[src/rtl/register_bank_pkg.sv]
// Shared constants for the register bank: geometry and write-counter sizing.
package register_bank_pkg;
  localparam int WIDTH  = 32;
  localparam int DEPTH  = 32;
  localparam int ADDR_W = 5;

  localparam int                CNT_W   = 16;
  localparam logic [CNT_W-1:0] CNT_MAX = '1;
endpackage

[src/rtl/register_bank_onehot_check.sv]
// Combinational classifier for the decoder's write selector: none, exactly one, or several bits set.
module register_bank_onehot_check #(
  parameter int N = register_bank_pkg::DEPTH
) (
  input  logic [N-1:0] sel_i,
  output logic         is_zero_o,
  output logic         is_onehot_o,
  output logic         multi_o
);

  logic [N-1:0] sel_m1;

  // Clearing the lowest set bit leaves something only if two or more bits were set.
  assign sel_m1      = sel_i - {{(N-1){1'b0}}, 1'b1};
  assign is_zero_o   = (sel_i == '0);
  assign multi_o     = ((sel_i & sel_m1) != '0);
  assign is_onehot_o = !is_zero_o && !multi_o;

endmodule

[src/rtl/register_bank.sv]
// 32x32 register storage fed by a registered one-hot write selector, with two
// registered read ports (write-first bypass), a sticky select-error flag and a write counter.
module register_bank #(
  parameter int WIDTH    = register_bank_pkg::WIDTH,
  parameter int DEPTH    = register_bank_pkg::DEPTH,
  parameter int ADDR_W   = register_bank_pkg::ADDR_W,
  parameter int ZERO_REG = 1
) (
  input  logic              Clock,
  input  logic              Reset,
  input  logic [DEPTH-1:0]  Selector,
  input  logic [WIDTH-1:0]  WriData,
  input  logic [ADDR_W-1:0] ReadAdd1,
  input  logic [ADDR_W-1:0] ReadAdd2,
  output logic [WIDTH-1:0]  ReadData1,
  output logic [WIDTH-1:0]  ReadData2,
  output logic              SelError,
  output logic [15:0]       WriteCount
);
  import register_bank_pkg::*;

  logic [WIDTH-1:0]  regs_q [DEPTH];
  logic [WIDTH-1:0]  pipe_q;
  logic              arm_q;
  logic              err_q;
  logic [CNT_W-1:0]  cnt_q;
  logic [WIDTH-1:0]  rd1_q, rd2_q;
  logic [WIDTH-1:0]  rd1_d, rd2_d;

  logic              is_zero, is_onehot, multi;
  logic              commit;
  logic              reg_we;
  logic [ADDR_W-1:0] wr_idx;

  register_bank_onehot_check #(.N(DEPTH)) u_onehot (
    .sel_i       (Selector),
    .is_zero_o   (is_zero),
    .is_onehot_o (is_onehot),
    .multi_o     (multi)
  );

  // Selector may be X until the decoder's first edge, so nothing acts on it before arming.
  assign commit = arm_q && is_onehot && !is_zero;
  assign reg_we = commit && !((ZERO_REG != 0) && (wr_idx == '0));

  always_comb begin
    wr_idx = '0;
    for (int i = 0; i < DEPTH; i++) begin
      if (Selector[i]) wr_idx = ADDR_W'(i);
    end
  end

  always_comb begin
    rd1_d = regs_q[ReadAdd1];
    if (commit && (wr_idx == ReadAdd1)) rd1_d = pipe_q;
    if ((ZERO_REG != 0) && (ReadAdd1 == '0)) rd1_d = '0;

    rd2_d = regs_q[ReadAdd2];
    if (commit && (wr_idx == ReadAdd2)) rd2_d = pipe_q;
    if ((ZERO_REG != 0) && (ReadAdd2 == '0)) rd2_d = '0;
  end

  always_ff @(posedge Clock or posedge Reset) begin
    if (Reset) begin
      for (int i = 0; i < DEPTH; i++) regs_q[i] <= '0;
    end else if (reg_we) begin
      regs_q[wr_idx] <= pipe_q;
    end
  end

  always_ff @(posedge Clock or posedge Reset) begin
    if (Reset) begin
      pipe_q <= '0;
      arm_q  <= 1'b0;
      err_q  <= 1'b0;
      cnt_q  <= '0;
      rd1_q  <= '0;
      rd2_q  <= '0;
    end else begin
      pipe_q <= WriData;
      arm_q  <= 1'b1;
      rd1_q  <= rd1_d;
      rd2_q  <= rd2_d;
      if (arm_q && multi) err_q <= 1'b1;
      if (commit && (cnt_q != CNT_MAX)) cnt_q <= cnt_q + 1'b1;
    end
  end

  assign ReadData1  = rd1_q;
  assign ReadData2  = rd2_q;
  assign SelError   = err_q;
  assign WriteCount = cnt_q;

endmodule
[config.mk]
export PLATFORM = sky130hd
export DESIGN_NAME = register_bank
export DESIGN_NICKNAME = d
export VERILOG_FILES = /design/src/rtl/register_bank_pkg.sv /design/src/rtl/register_bank_onehot_check.sv /design/src/rtl/register_bank.sv
export SDC_FILE = /design/constraint.sdc
export NUM_CORES = 2
export LEC_CHECK = 0
export BUFFER_PORTS_ARGS = -buffer_cell sky130_fd_sc_hd__buf_2
export CORE_MARGIN = 4
export CORE_UTILIZATION = 55
export DETAILED_ROUTE_END_ITERATION = 16
export PLACE_DENSITY = 0.74
export SLEW_MARGIN = 20
export SYNTH_ARGS = -nofsm -noshare
export SYNTH_HDL_FRONTEND = slang
export SYNTH_SLANG_ARGS = --single-unit
[constraint.sdc]
create_clock -name Clock -period 28.9 [get_ports Clock]
set_input_delay 0 -clock Clock [delete_from_list [all_inputs] [get_ports Clock]]
set_output_delay 0 -clock Clock [all_outputs]
set_load 0.02 [all_outputs]
# Word level (Yosys, flattened, before mapping)
# Cells that the tools add are included.
[totals] register_bits=1138
[op_classes] addsub=2 n_lt_le_gt_ge=4 n_eq_ne=3 muxes=44 bitwise_logic=4 n_reduce_logical=17
[ops] cell="$bwmux W1024" n=1
[ops] cell="$bmux W32 S5" n=2
[ops] cell="$mux W32" n=9
[ops] cell="$demux W32 S5" n=1
[ops] cell="$mux W5" n=27
[ops] cell="$and A32 B32 Y32" n=1
[ops] cell="$logic_not A32 Y1" n=1
[ops] cell="$reduce_bool A32 Y1" n=1
[ops] cell="$sub A32 B1 Y32 const B" n=1
[ops] cell="$ge A6 B6 Y1 const B" n=3
[ops] cell="$not A5 Y6" n=3
[ops] cell="$add A16 B1 Y16 const B" n=1
[ops] cell="$ne A16 B16 Y1 const B" n=1
[ops] cell="$logic_not A5 Y1" n=3
[ops] cell="$eq A5 B5 Y1" n=2
[ops] cell="$logic_and A1 B1 Y1" n=9
[ops] cell="$lt A6 B1 Y1 const B" n=1
[ops] cell="$mux W2" n=2
[ops] cell="$logic_not A1 Y1" n=3
[ops] cell="$mux W3" n=1
[ops] cell="$mux W1" n=1

# Logic depth before layout (Yosys ltp)
[depth] ltp_word=37 mapped_depth=12 depth_no_buf=8

# By module
# Synthesis repeated with hierarchy kept, for this count alone.
[unflattened] hier_cells=3781 area_unflattened_um2=59271.8
[modules_own_cells] mod="register_bank" instances=1 cells_per_inst=3707 area_each_um2=58781.4 seq_area_each_um2=28477.3
[modules_own_cells] mod="register_bank_onehot_check" instances=1 cells_per_inst=74 area_each_um2=490.5 seq_area_each_um2=0.0

# Worst setup path after synthesis
# OpenSTA, ideal clock, no wires.
[synth_path] path_type="input port to flip-flop" from="in Selector[17]" to="reg regs_q[192] in the netlist's numbering" setup_ps=128 arrival_time_ps=2937 required_time_ps=28772 slack_ps=25835 cell_stages=11 n_path_buf=3 path_cell_list="clkbuf_1 -> nor4_2 -> nand3_1 -> or2_1 -> a2111oi_2 -> nand3_2 -> or2_4 -> buf_4 -> nor4_4 -> buf_2 -> mux2_1"
[synth_between] elab_chain_len=21
[synth_lines] item="start, declared" line_no="register_bank.sv:11" source="input logic [DEPTH-1:0] Selector,"
[synth_lines] item="$mux W5 (15 in a row)" line_no="register_bank.sv:49" source="if (Selector[i]) wr_idx = ADDR_W'(i);"
[synth_lines] item="$not A5 Y6 (implied by the code)" line_no="register_bank.sv:67" source="regs_q[wr_idx] <= pipe_q;"
[synth_lines] item="$ge A6 B6 Y1 (implied by the code) or $lt A6 B1 Y1 (tied branches)" line_no="register_bank.sv:67"
[synth_lines] item="$logic_and A1 B1 Y1 (implied by the code)" line_no="register_bank.sv:67"
[synth_lines] item="$mux W32 (implied by the code)" line_no="register_bank.sv:67"
[synth_lines] item="$demux W32 S5" line_no="register_bank.sv:67"
[synth_lines] item="$bwmux W1024" line_no="register_bank.sv:67"
[synth_lines] item="end signal, assigned by index" line_no="register_bank.sv:67"
[synth_lines] item="end, declared" line_no="register_bank.sv:22" source="logic [WIDTH-1:0] regs_q [DEPTH];"
# Several ways; a longest one is shown, not always the timed one.
# A chain may end at the register's enable or synchronous reset.

==> results.md <==
- Vias in the first global route: 36.6k
- Post-DP HPWL: 88900 µm
- # Post-CTS Setup Buffers: 0
- CTS sink count: 1138
- Unique masters post-synth: 64
- # setup viols final: 0
- Fin. max-slew vios: 0
- Max-slew headroom: 19.3%
- Mapped Area: 0.0595 mm²
- Layout cells sized above 1: 48.4%
- #FFs+latches synth: 1138
- Post-layout min period: 5.61 ns
- Initial antenna violation count: 2
- H-tree lvl count: 3
- Worst VDD drop: 0.0000568 V
- Reg power frac: 46.1%
- Sw Ratio: 23.0%
- I/O Buffers: 156
- Endpoints failing hold: 0
- Gp weighted congestion: 0.855
- Cell taking the most area after synthesis: dfrtp_1
- Clock transition at path regs: 0.06 ns
- Async SR Flop Fraction: 100%
- GR Util All Layers: 28.9%
- Final hold slack: 0.0767 ns
- Fin crit share: 19.4%
- DRC viols: 0
- Status: finished, final reports clean
- Cells after synthesis: 3679
- Setup Skew: 0.0278 ns
- WL final: 161000 µm
- CP Class: primary input to asynchronous set/reset pin
- DR WL/cell: 31.0 µm
- Final non-filler cell total: 5199
- Synth-to-layout area growth: 11.6%
- Tot Pwr: 3520 µW
- Routed via count: 35.7k
- Largest net degree at the start of global routing: 122
- Synth Flop Type: dfrtp_1
- Total power divided by cell area: 53.0 mW/mm²
- Combinational share of power: 5.5%
- Seq/Total Area, Yosys: 47.8%
- Net Count, Synth: 3756
- Sw power: 810 µW
- RSZ-0062 raised after global routing: false
- Setup tns final: 0 ns
- CP max FO: 82
- Die Area: 0.114 mm²
- Row Count: 120
- Mean Syn Cell Area: 16.2 µm²
- CORE AREA: 0.107 mm²
- Vias per inst: 6.86
- Max-cap violation count: 0
- Clock Path Buffers: 3
- Slew @ Worst Pin: 1.21 ns
- Top-count cell post-synth: dfrtp_1
- DR pass1 iterations: 5
- Peak Freq: 0.178 GHz
- DRT iter0 DRCs: 3324
- Leakage: 0.0314 µW
- Top cell type's share of synthesized area: 47.8%
- First-pass GRT wire length: 242000 µm
- Global route total overflow: 0
- # IOs: 157
- Layout Nets: 3770
- Placed Area: 0.0613 mm²
- CP Capture Type: asynchronous set/reset pin
- Post-synth EDFFs: 0
- CTS tree: yes
- Largest cells by area after synthesis: dfrtp_1 (48%), mux4_2 (24%), mux2_2 (12%)
- Fin area: 0.0664 mm²
- Yosys warns: 0
- CTS Buf Count: 120
- Clock power share: 48.4%
- Cell Int Power: 2710 µW
- Die height: 337 µm
- Hold Path Class: primary input to flop
- Die width: 337 µm
- Worst Setup Start Kind: primary input
- Post-Place Cells: 4903
- Crit path DAT: 6.38 ns
- Root buf cell: clkbuf_16
- Initial core utilization: 55.5%
- Worst EP required: 29.67 ns
- Most frequent cells after synthesis: dfrtp_1 (1138), mux4_2 (628), mux2_2 (608), mux2_1 (295), clkbuf_1 (282)
- ANT nets after route: 0
- Worst-skew pair later-pin latency: 0.72 ns
## state kept, by name (all words and copies together) (netlist names)
| register | count |
|---|---|
| ReadData1 | 32 |
| ReadData2 | 32 |
| SelError | 1 |
| WriteCount | 16 |
| arm_q | 1 |
| pipe_q | 32 |
| regs_q | 1024 |
## per-layer routing
metal	GRT usage (%)	up-vias	wire, µm	share of wire, %
met5	0	-	0	0
met4	10.0	0	6170	3.8
met1	40.5	19300	65100	40
met3	5.89	332	12700	7.9
li1	-	14400	-	-
met2	45.6	1571	77200	48
## worst max-delay path, cell delays in order
cell and delay, ns:
dlygate4sd3_1 0.53, buf_2 0.11, dlygate4sd3_1 0.58, clkinvlp_4 0.51, buf_4 0.74, buf_4 0.69, buf_4 0.81, buf_4 0.77
buf_4 0.79, buf_6 0.67
## area by class of cell
type,count,area [µm²]
multi-input cells,2108,29500
clock inverters,60,928
flip-flops and latches,1138,28500
fillers,7749,40800
repair buffers,314,2250
inverters,11,45.0
clock buffers,163,3500
diodes,2,5.00
well taps,1403,1760
## layout by cell type, fill, tap and decap left out, types with 7 or more instances in the layout
cell,count
dfrtp_1,1133
mux4_2,628
mux2_2,608
mux2_1,295
buf_2,146
clkbuf_16,122
mux2_4,90
mux2i_1,88
buf_4,88
dlygate4sd3_1,69
a21oi_1,62
o31ai_1,53
clkbuf_8,29
nand2_1,26
nand3_1,25
nor2_1,24
clkinv_2,24
bufinv_16,22
nand4_1,18
o21ai_0,17
xnor2_1,16
a22oi_1,15
nand2b_1,15
clkbuf_1,12
nor4_4,10
inv_1,10
nand3_4,9
and3_1,9
clkinvlp_4,8
nor3_1,7
## stage by stage
| step | setup slack [ns] | util [%] |
|---|---|---|
| floorplan | 13.19 | - |
| global placement | 23.15 | 57.1 |
| detailed placement | 23.08 | 57.1 |
| CTS | 22.70 | 61.9 |
| global route | 22.38 | 62.0 |
| finish | 23.29 | 62.0 |
## repair_timing
item / CTS / global route
gates resized for setup: 0 / 0
hold endpoints to repair: 65 / 0
hold buffers: 69 / 0
## final timing paths
| check | start | slack [ns] | depth (start not counted) | end |
|---|---|---|---|---|
| max in group Clock | Selector[27] | 24.56 | 11 | regs_q[68]$_DFFE_PP0P_ |
| hold reg to reg | regs_q[1014]$_DFFE_PP0P_ | 0.39 | 0 | regs_q[1014]$_DFFE_PP0P_ |
| hold / removal | ReadAdd2[2] | 0.08 | 4 | ReadData2[18]$_DFF_PP0_ |
| setup reg to reg | arm_q$_DFF_PP0_ | 25.56 | 6 | regs_q[966]$_DFFE_PP0P_ |
| setup / recovery | Reset | 23.29 | 10 | regs_q[589]$_DFFE_PP0P_ |
| min in group asynchronous | Reset | 0.55 | 4 | regs_q[888]$_DFFE_PP0P_ |
## power groups by stage
stage	clock, µW	combinational (µW)	sequential, µW
after floorplan	0	134	1640
final	1700	195	1620
after CTS	1730	196	1620
after global routing	1790	210	1620
after global placement	0	189	1650
after detailed placement	0	189	1650
## cell families (layout without fill, tap and decap cells)
kind of cell | count (synthesis) | count (layout) | synth area share (%)
compound gates | 183 | 183 | 2.05
xor+xnor | 20 | 20 | 0.294
fa+ha+maj | 3 | 3 | 0.0546
buf+inv | 433 | 548 | 3.07
flops | 1138 | 1138 | 47.8
mux | 1709 | 1709 | 44.6
other cells | 1 | 3 | 0.00630
simple gates | 192 | 192 | 2.09
Note: power is estimated with default switching activity, not from simulation.
